File: src/rtl/mips_mem_pkg.sv
// rtl/mips_mem_pkg.sv - size codes, FSM states and lane helpers for the memory stage
package mips_mem_pkg;

  typedef enum logic [1:0] {
    NONE = 2'b00,
    WORD = 2'b01,
    HALF = 2'b10,
    BYTE = 2'b11
  } ls_size_e;

  typedef enum logic {
    ST_IDLE   = 1'b0,
    ST_ACCESS = 1'b1
  } state_e;

  function automatic logic is_aligned(input ls_size_e size, input logic [1:0] addr_lo);
    logic ok;
    case (size)
      WORD:    ok = (addr_lo == 2'b00);
      HALF:    ok = !addr_lo[0];
      default: ok = 1'b1;
    endcase
    return ok;
  endfunction

  function automatic logic [3:0] byte_enables(input ls_size_e size, input logic [1:0] addr_lo);
    logic [3:0] be;
    case (size)
      WORD:    be = 4'b1111;
      HALF:    be = addr_lo[1] ? 4'b1100 : 4'b0011;
      BYTE:    be = 4'b0001 << addr_lo;
      default: be = 4'b0000;
    endcase
    return be;
  endfunction

  // Store data is copied into every lane so the byte enables alone pick the target.
  function automatic logic [31:0] replicate_wdata(input ls_size_e size, input logic [31:0] data);
    logic [31:0] wd;
    case (size)
      WORD:    wd = data;
      HALF:    wd = {2{data[15:0]}};
      BYTE:    wd = {4{data[7:0]}};
      default: wd = 32'h0;
    endcase
    return wd;
  endfunction

  function automatic logic [31:0] load_extract(input ls_size_e size, input logic ext_op,
                                               input logic [1:0] addr_lo, input logic [31:0] rdata);
    logic [15:0] half_v;
    logic [7:0]  byte_v;
    logic [31:0] res;
    half_v = addr_lo[1] ? rdata[31:16] : rdata[15:0];
    byte_v = rdata[{addr_lo, 3'b000} +: 8];
    case (size)
      WORD:    res = rdata;
      HALF:    res = {{16{ext_op & half_v[15]}}, half_v};
      BYTE:    res = {{24{ext_op & byte_v[7]}}, byte_v};
      default: res = 32'h0;
    endcase
    return res;
  endfunction

endpackage

File: src/rtl/mem_load_align.sv
// rtl/mem_load_align.sv - lane select and sign/zero extension of a loaded word
import mips_mem_pkg::*;

module mem_load_align (
  input  ls_size_e    size,
  input  logic        ext_op,
  input  logic [1:0]  addr_lo,
  input  logic [31:0] rdata,
  output logic [31:0] data
);

  assign data = load_extract(size, ext_op, addr_lo, rdata);

endmodule

File: src/rtl/mem_access_ctrl.sv
// rtl/mem_access_ctrl.sv - memory-stage request/ready controller with stall and error flags
import mips_mem_pkg::*;

module mem_access_ctrl #(
  parameter int TIMEOUT = 16
) (
  input  logic        clock,
  input  logic        reset,
  input  logic        EX_MEM_valid,
  input  logic [1:0]  EX_MEM_LS_bit,
  input  logic        EX_MEM_MemWrite,
  input  logic        EX_MEM_Ext_op,
  input  logic [31:0] EX_MEM_mux5_out,
  input  logic [31:0] EX_MEM_mux3_out,
  output logic        mem_req,
  output logic        mem_we,
  output logic [31:0] mem_addr,
  output logic [31:0] mem_wdata,
  output logic [3:0]  mem_be,
  input  logic        mem_ready,
  input  logic [31:0] mem_rdata,
  output logic        stall,
  output logic [31:0] load_data,
  output logic        load_valid,
  output logic        addr_err,
  output logic [31:0] bad_addr,
  output logic        bus_err
);

  localparam logic [31:0] TO_LAST = 32'(TIMEOUT - 1);

  state_e      state_q, state_d;
  logic [31:0] cnt_q, cnt_d;
  logic        mem_req_q, mem_req_d;
  logic        mem_we_q, mem_we_d;
  logic [31:0] mem_addr_q, mem_addr_d;
  logic [31:0] mem_wdata_q, mem_wdata_d;
  logic [3:0]  mem_be_q, mem_be_d;
  logic        addr_err_q, addr_err_d;
  logic [31:0] bad_addr_q, bad_addr_d;
  logic        bus_err_q, bus_err_d;
  ls_size_e    size_q, size_d;
  logic        ext_q, ext_d;
  logic [1:0]  alo_q, alo_d;

  ls_size_e    size_in;
  logic        access_req;
  logic        aligned;
  logic        in_idle;
  logic        in_access;
  logic        issue;
  logic        misalign;
  logic        timeout_hit;
  logic [31:0] align_data;

  assign size_in    = ls_size_e'(EX_MEM_LS_bit);
  assign access_req = EX_MEM_valid && (size_in != NONE);
  assign aligned    = is_aligned(size_in, EX_MEM_mux5_out[1:0]);
  assign in_idle    = (state_q == ST_IDLE);
  assign in_access  = (state_q == ST_ACCESS);
  assign issue      = in_idle && access_req && aligned;
  assign misalign   = in_idle && access_req && !aligned;
  assign timeout_hit = in_access && !mem_ready && (TIMEOUT != 0) && (cnt_q == TO_LAST);

  // State register
  always_ff @(posedge clock) begin
    if (reset) state_q <= ST_IDLE;
    else       state_q <= state_d;
  end

  // Next-state logic
  always_comb begin
    state_d = state_q;
    case (state_q)
      ST_IDLE:   if (issue) state_d = ST_ACCESS;
      ST_ACCESS: if (mem_ready || timeout_hit) state_d = ST_IDLE;
      default:   state_d = ST_IDLE;
    endcase
  end

  // Combinational outputs; all forced low while reset is asserted
  always_comb begin
    stall      = 1'b0;
    load_valid = 1'b0;
    load_data  = 32'h0;
    if (!reset) begin
      stall      = issue || (in_access && !mem_ready && !timeout_hit);
      load_valid = in_access && mem_ready && !mem_we_q;
      load_data  = load_valid ? align_data : 32'h0;
    end
  end

  mem_load_align u_load_align (
    .size    (size_q),
    .ext_op  (ext_q),
    .addr_lo (alo_q),
    .rdata   (mem_rdata),
    .data    (align_data)
  );

  // Request fields hold across wait states; flags are single-cycle pulses.
  always_comb begin
    cnt_d       = cnt_q;
    mem_req_d   = mem_req_q;
    mem_we_d    = mem_we_q;
    mem_addr_d  = mem_addr_q;
    mem_wdata_d = mem_wdata_q;
    mem_be_d    = mem_be_q;
    addr_err_d  = 1'b0;
    bad_addr_d  = bad_addr_q;
    bus_err_d   = 1'b0;
    size_d      = size_q;
    ext_d       = ext_q;
    alo_d       = alo_q;

    if (issue) begin
      mem_req_d   = 1'b1;
      mem_we_d    = EX_MEM_MemWrite;
      mem_addr_d  = {EX_MEM_mux5_out[31:2], 2'b00};
      mem_wdata_d = replicate_wdata(size_in, EX_MEM_mux3_out);
      mem_be_d    = byte_enables(size_in, EX_MEM_mux5_out[1:0]);
      size_d      = size_in;
      ext_d       = EX_MEM_Ext_op;
      alo_d       = EX_MEM_mux5_out[1:0];
      cnt_d       = 32'h0;
    end

    if (misalign) begin
      addr_err_d = 1'b1;
      bad_addr_d = EX_MEM_mux5_out;
    end

    if (in_access) begin
      if (mem_ready) begin
        mem_req_d = 1'b0;
        cnt_d     = 32'h0;
      end else if (timeout_hit) begin
        mem_req_d = 1'b0;
        cnt_d     = 32'h0;
        bus_err_d = 1'b1;
      end else begin
        cnt_d = cnt_q + 32'h1;
      end
    end
  end

  always_ff @(posedge clock) begin
    if (reset) begin
      cnt_q       <= 32'h0;
      mem_req_q   <= 1'b0;
      mem_we_q    <= 1'b0;
      mem_addr_q  <= 32'h0;
      mem_wdata_q <= 32'h0;
      mem_be_q    <= 4'h0;
      addr_err_q  <= 1'b0;
      bad_addr_q  <= 32'h0;
      bus_err_q   <= 1'b0;
      size_q      <= NONE;
      ext_q       <= 1'b0;
      alo_q       <= 2'b00;
    end else begin
      cnt_q       <= cnt_d;
      mem_req_q   <= mem_req_d;
      mem_we_q    <= mem_we_d;
      mem_addr_q  <= mem_addr_d;
      mem_wdata_q <= mem_wdata_d;
      mem_be_q    <= mem_be_d;
      addr_err_q  <= addr_err_d;
      bad_addr_q  <= bad_addr_d;
      bus_err_q   <= bus_err_d;
      size_q      <= size_d;
      ext_q       <= ext_d;
      alo_q       <= alo_d;
    end
  end

  assign mem_req   = mem_req_q;
  assign mem_we    = mem_we_q;
  assign mem_addr  = mem_addr_q;
  assign mem_wdata = mem_wdata_q;
  assign mem_be    = mem_be_q;
  assign addr_err  = addr_err_q;
  assign bad_addr  = bad_addr_q;
  assign bus_err   = bus_err_q;

endmodule

File: config.mk
export PLATFORM = sky130hd
export DESIGN_NAME = mem_access_ctrl
export DESIGN_NICKNAME = d
export VERILOG_FILES = /design/src/rtl/mips_mem_pkg.sv /design/src/rtl/mem_load_align.sv /design/src/rtl/mem_access_ctrl.sv
export SDC_FILE = /design/constraint.sdc
export NUM_CORES = 1
export LEC_CHECK = 0
export CAP_MARGIN = 20
export CORE_MARGIN = 1
export CORE_UTILIZATION = 35
export DETAILED_ROUTE_END_ITERATION = 12
export DONT_BUFFER_PORTS = 1
export PLACE_DENSITY = 0.46
export SYNTH_ARGS = -nofsm -noshare
export SYNTH_HDL_FRONTEND = slang
export SYNTH_HIERARCHICAL = 1
export SYNTH_SLANG_ARGS = --single-unit
File: constraint.sdc
create_clock -name clock -period 3.38 [get_ports clock]
set_input_delay 0.676 -clock clock [delete_from_list [all_inputs] [get_ports clock]]
set_output_delay 0.676 -clock clock [all_outputs]
set_load 0.02 [all_outputs]
; ---- After elaboration in Yosys (flattened, before gate mapping)
; Cells that the tools add are included.
[totals]
inputBits = 104
elab_cells = 69
reg_bits = 140
[op_classes]
reduce_logical = 20
muxes = 23
eq_ne = 7
addsub = 1
n_shift = 2
n_bitwise = 3
[op_table]
columns = cell, n
row1 = two-way mux 32 bit, 6
row2 = case mux 32 bit (3 select lines), 2
row3 = adder 32 x 1 -> 32 bit (second input constant), 1
row4 = equality test 32 x 4 -> 1 bit (second input constant), 1
row5 = indexed part select 32 x 6 -> 8 bit, 1
row6 = two-way mux 16 bit, 1
row7 = case mux 4 bit (3 select lines), 1
row8 = two-way mux 1 bit, 10
row9 = logical AND 1 bit, 9
row10 = equality test 2 bit (second input constant), 4
row11 = logical NOT 1 bit, 5
row12 = equality test 2 x 1 -> 1 bit (second input constant), 2
row13 = two-way mux 4 bit, 1
row14 = case mux 1 bit (2 select lines), 2
row15 = nonzero test 2 bit, 2
row16 = << shifter 1 x 2 -> 4 bit (first input constant), 1
row17 = OR reduction 3 bit, 1
row18 = bitwise AND 1 bit, 2
row19 = logical NOT 2 bit, 1
row20 = logical OR 1 bit, 2
row21 = NOT 1 bit, 1

; ---- Depth between registers and ports, before layout
; Gate-level depths: netlist of the first run.
[logic_depth]
word_depth = 8
mapped_depth = 10

; ---- Hierarchy
; Netlist of the first run, hierarchy kept.
[modules_own_cells]
columns = mod, cells_per_inst, seq_area_each_um2, area_per_inst_um2, instances
row1 = mem_access_ctrl, 762, 2802.7, 6087.1, 1
row2 = mem_load_align, 124, 0.0, 764.5, 1

; ---- Worst setup path after synthesis of the first run
; Ideal clock, no wire load.
[synth_path]
path_kind = input port to output port
from = input port EX_MEM_LS_bit[1]
to = output port stall
arrival_ns = 2.574
cell_stages = 9
setup_slack_ns = 0.130
path_cell_list = clkbuf_1 inv_1 ha_1 nand2b_4 a21o_1 a211o_1 buf_2 buf_1 a21oi_1
[synth_via]
elab_chain_cells = 6
elab_cells_between_ends = 9
classes_between = 2 x eq/ne / 2 x mux / 5 x reduce/logical
[synth_rtl]
columns = item, line
row1 = start: declaration, mem_access_ctrl.sv:10  ; input logic [1:0] EX_MEM_LS_bit,
row2 = branches (longest 3 deep; another with equality test 2 bit), -
row3 = logical AND 1 bit (*), mem_access_ctrl.sv:61  ; assign issue = in_idle && access_req && aligned;
row4 = logical OR 1 bit (*), mem_access_ctrl.sv:87  ; stall = issue || (in_access && !mem_ready && !timeout_hit);
row5 = two-way mux 1 bit (*), mem_access_ctrl.sv:86  ; if (!reset) begin
row6 = end: declaration, mem_access_ctrl.sv:22  ; output logic stall,
; Every way passes the cells marked *.

; ---- Final worst setup path of the first run
[layout_path]
from = register cnt_q[0]
to = output port stall
[layout_via]
elab_chain_cells = 6
[layout_rtl]
columns = item, line
row1 = start: declaration, mem_access_ctrl.sv:33  ; logic [31:0] cnt_q, cnt_d;
row2 = start signal: assignment, mem_access_ctrl.sv:162  ; cnt_q <= cnt_d;
row3 = equality test 32 x 4 -> 1 bit, mem_access_ctrl.sv:63  ; assign timeout_hit = in_access && !mem_ready && (TIMEOUT != 0) && (cnt_q == TO_LAST);
row4 = logical AND 1 bit, mem_access_ctrl.sv:63
row5 = logical NOT 1 bit, mem_access_ctrl.sv:87
row6 = logical AND 1 bit, mem_access_ctrl.sv:87
row7 = logical OR 1 bit, mem_access_ctrl.sv:87
row8 = two-way mux 1 bit, mem_access_ctrl.sv:86
; Every way passes these cells.

==> results of run 1 <==
-- cell families (layout without fill, tap and decap cells) --
group           count (synthesis)  in the layout  synth area share (%)
simple gates                  380            380                  26.6
buf+inv                        79             53                  5.24
fa+ha+maj                       7              7                  1.28
mux                            15             15                  2.25
flops                         140            140                  40.9
other cells                     1              2                0.0547
compound gates                248            248                  21.7
xor+xnor                       16             16                  2.05
-- layout make-up --
cell class / instances / area (sq um)
Timing Repair Buffer: 14 / 118
Multi-Input combinational cell: 668 / 3720
Sequential cell: 140 / 2800
Clock buffer: 17 / 425
Inverter: 7 / 26.3
Fill cell: 1920 / 11400
Clock inverter: 15 / 186
Tap cell: 260 / 325
-- sequential cells by signal, summed over array words and instances (netlist names) --
| register | cells |
|---|---|
| addr_err | 1 |
| alo_q | 2 |
| bad_addr | 32 |
| bus_err | 1 |
| cnt_q | 32 |
| ext_q | 1 |
| in_access | 1 |
| mem_addr | 30 |
| mem_be | 4 |
| mem_req | 1 |
| mem_wdata | 32 |
| mem_we | 1 |
| size_q | 2 |
-- how the worst min path moves through the flow --
| stage | end | slack (ps) | cells after the start |
|---|---|---|---|
| after floorplan | alo_q[1]$_SDFFE_PP0P_ | 450 | 2 |
| after global placement | ext_q$_SDFFE_PP0P_ | 470 | 2 |
| after detailed placement | ext_q$_SDFFE_PP0P_ | 480 | 2 |
| after CTS | mem_wdata[25]$_SDFFE_PP0P_ | 310 | 1 |
| after global routing | mem_wdata[3]$_SDFFE_PP0P_ | 310 | 1 |
| final | mem_wdata[3]$_SDFFE_PP0P_ | 330 | 1 |
-- what timing repair did --
action	4_1_cts	5_1_grt
gates resized for setup	0	1
hold buffers	0	0
setup endpoints to repair	0	1
-- layer usage --
layer / vias up / GRT usage, % / share of wire, %
li1: 3022 / - / -
met1: 2907 / 24.5 / 43
met2: 203 / 32.5 / 47
met3: 24 / 6.07 / 7.6
met4: 0 / 6.23 / 1.6
met5: - / 0 / 0
-- power groups by stage --
stage / clock network [W] / logic (W) / registers [W]
6_report: 0.00195 / 0.000331 / 0.00184
5_1_grt: 0.00207 / 0.000377 / 0.00185
4_1_cts: 0.00199 / 0.000331 / 0.00184
3_5_place_dp: 0 / 0.000331 / 0.00188
3_3_place_gp: 0 / 0.000324 / 0.00188
2_1_floorplan: 0 / 0.000287 / 0.00186
-- layout by cell type, fill, tap and decap left out, types with 4 or more instances in the layout --
cell type and n:
mux2i_1 14, inv_1 6, or4_1 5, o21ai_2 5
or3_1 34, xnor2_1 14, nor4_1 8, o31ai_1 6
nand3_1 28, nand2b_1 5, nand4_1 11, and3_1 6
clkbuf_16 17, nand2_1 196, o21ai_1 5, nor2_1 32
a211oi_1 10, a31oi_1 5, buf_4 13, inv_6 4
a222oi_1 8, or2_1 6, dfxtp_1 140, and2_1 34
o21ai_0 22, a21o_1 5, o22ai_1 7, ha_1 7
a21oi_1 144, a22oi_1 16
-- worst max-delay path, delay by kind of cell, from the launching register on --
family,cells,cell delay (ps)
AOI/OAI and AO/OA,2,580
DFF,1,410
buffers and inverters,1,190
adders and majority gates,1,210
and+or+nand+nor,2,450
-- per-stage QoR --
| stage | hold slack, ps | cells | power, W | utilization (%) | area (sq um) |
|---|---|---|---|---|---|
| final | 334 | 1121 | 0.00412 | 40.1 | 7600 |
| after CTS | 307 | 1121 | 0.00416 | 40.1 | 7590 |
| after global routing | 310 | 1121 | 0.00429 | 40.1 | 7600 |
| after detailed placement | 476 | 1089 | 0.00221 | 36.8 | 6980 |
| after floorplan | 449 | 887 | 0.00214 | - | 6860 |
| after global placement | 472 | 1089 | 0.00220 | 36.8 | 6980 |
==> flow_summary.yaml, run 1 <==
run_status:
  status: "completed"
placement:
  hpwl_mm: 14.0
  io_buffers: 0
  place_congestion: 0.831
  dp_slack_ps: 574
logic_synthesis:
  yosysMostFrequentCell: "nand2_1"
  yosys-top-cells-area: "dfxtp_1 41%, nand2_1 11%, a21oi_1 11%"
  async_flop_share_pct: 0
  post_synth_inst_count: 886
  synth_seq_cells: 140
  synth_warnings: 6
  synth_top_area_share_pct: 40.9
  synth_largest_area_cell: "dfxtp_1"
  avgSynthCellArea_sq_um: 7.73
  synth_edf_count: 0
  synthFlopType: "dfxtp_1"
  synth_cell_types: 58
  netlist_area_sq_um: 6850
  ys_seq_area_share_pct: 40.9
  synthTopCellsByCount: "196 x nand2_1, 144 x a21oi_1, 140 x dfxtp_1, 43 x clkbuf_1"
grt:
  grt_pass1_vias: 5890
  track_usage_pct: 19.7
  gr-total-overflow: 0
  grt_max_degree: 111
  antenna_found_initial: 0
  grt_pass1_wl_mm: 31.2
sta:
  setup_viol: 0
  final.setup.tns_ps: 0
  finalClockSkew_ps: 11.7
  slew_headroom_pct: 50.8
  drv_slew: 0
  hold_violations: 0
  fin_ws_ps: 437
  clock.fmax_mhz: 340
  min_period_ps: 2940
  tightest_slew_ps: 738
  rsz0062_at_grt: "false"
  fin_crit_sh_pct: 87.1
clock_network:
  cts.path.max_buffers: 2
  root_buffer: "clkbuf_16"
  cts_htree_levels: 4
  cts_tree: "done"
  cts_inserted_buffers: 17
  path_clk_slew_ps: 60
  clock_latency_ps: 420
  clkSinkCount: 140
  cts_setup_buffers: 0
critical_path:
  cp.required_ps: 2700
  timing.rr.end: "cnt_q[24]$_SDFFE_PP0P_"
  cp.arrival_ps: 2270
  timing.rr.start: "cnt_q[0]$_SDFFE_PP0P_"
  crit_start: "cnt_q[0]$_SDFFE_PP0P_"
  crit_slowest_cell: "o21ai_0"
  rrSetupSlack_ps: 1130
  crit_end: "stall"
  r2r_cells: 7
  path_cells: "ha_1 -> and3_1 -> nand4_1 -> o21ai_0 -> a21oi_1 -> buf_4"
  cp-start-kind: "register"
  crit_fanout: 4
  crit_type: "register to primary output"
  endpoint_kind: "primary output"
  cpPeakStageDelay_ps: 440
power:
  clkPwrFrac_pct: 47.3
  p_leak_nw: 2.50
  p_seq_share_pct: 44.7
  p_int_w: 0.00301
  powerDensity_nw_per_um2: 542
  p_comb_share_pct: 8.0
  switchingPower_w: 0.00111
  swShare_pct: 26.9
  ir_drop_mv: 0.337
floorplanning:
  initial_core_util_pct: 36.1
  coreArea_sq_um: 19000
  io_pins: 242
  dieArea_sq_um: 20100
  die_h_um: 142
  num_rows: 50
  fp.dieW_um: 142
cells_and_area:
  drive_gt1_share_pct: 7.55
  nets: 959
  syn2layout_area_growth_pct: 10.9
  antennaDiodeCount: 0
min_path:
  worstHoldPathType: "input pin to register"
  holdCritStartpoint: "reset"
route:
  drtAntennaViolNets: 0
  via_per_inst: 5.49
  detail_route.wl_per_cell_um: 17.8
  first_pass_iters: 6
  vias: 6156
  drt_iter0_markers: 394
  drc: 0
  wl_mm: 20.0
run:
  cap_violations: 0
No activity file was read; power rests on OpenSTA's default activity.
==> inputs of run 2 (changes only) <==
- CTS_CLUSTER_DIAMETER: unset -> 100
==> results of run 2 <==
Same layout as run 1: the final DEF is identical, and so are final timing and power.
==> inputs of run 3 (changes only) <==
- CAP_MARGIN: 20 -> unset
==> results of run 3 <==
Same layout as run 1: the final DEF is identical, and so are final timing and power.
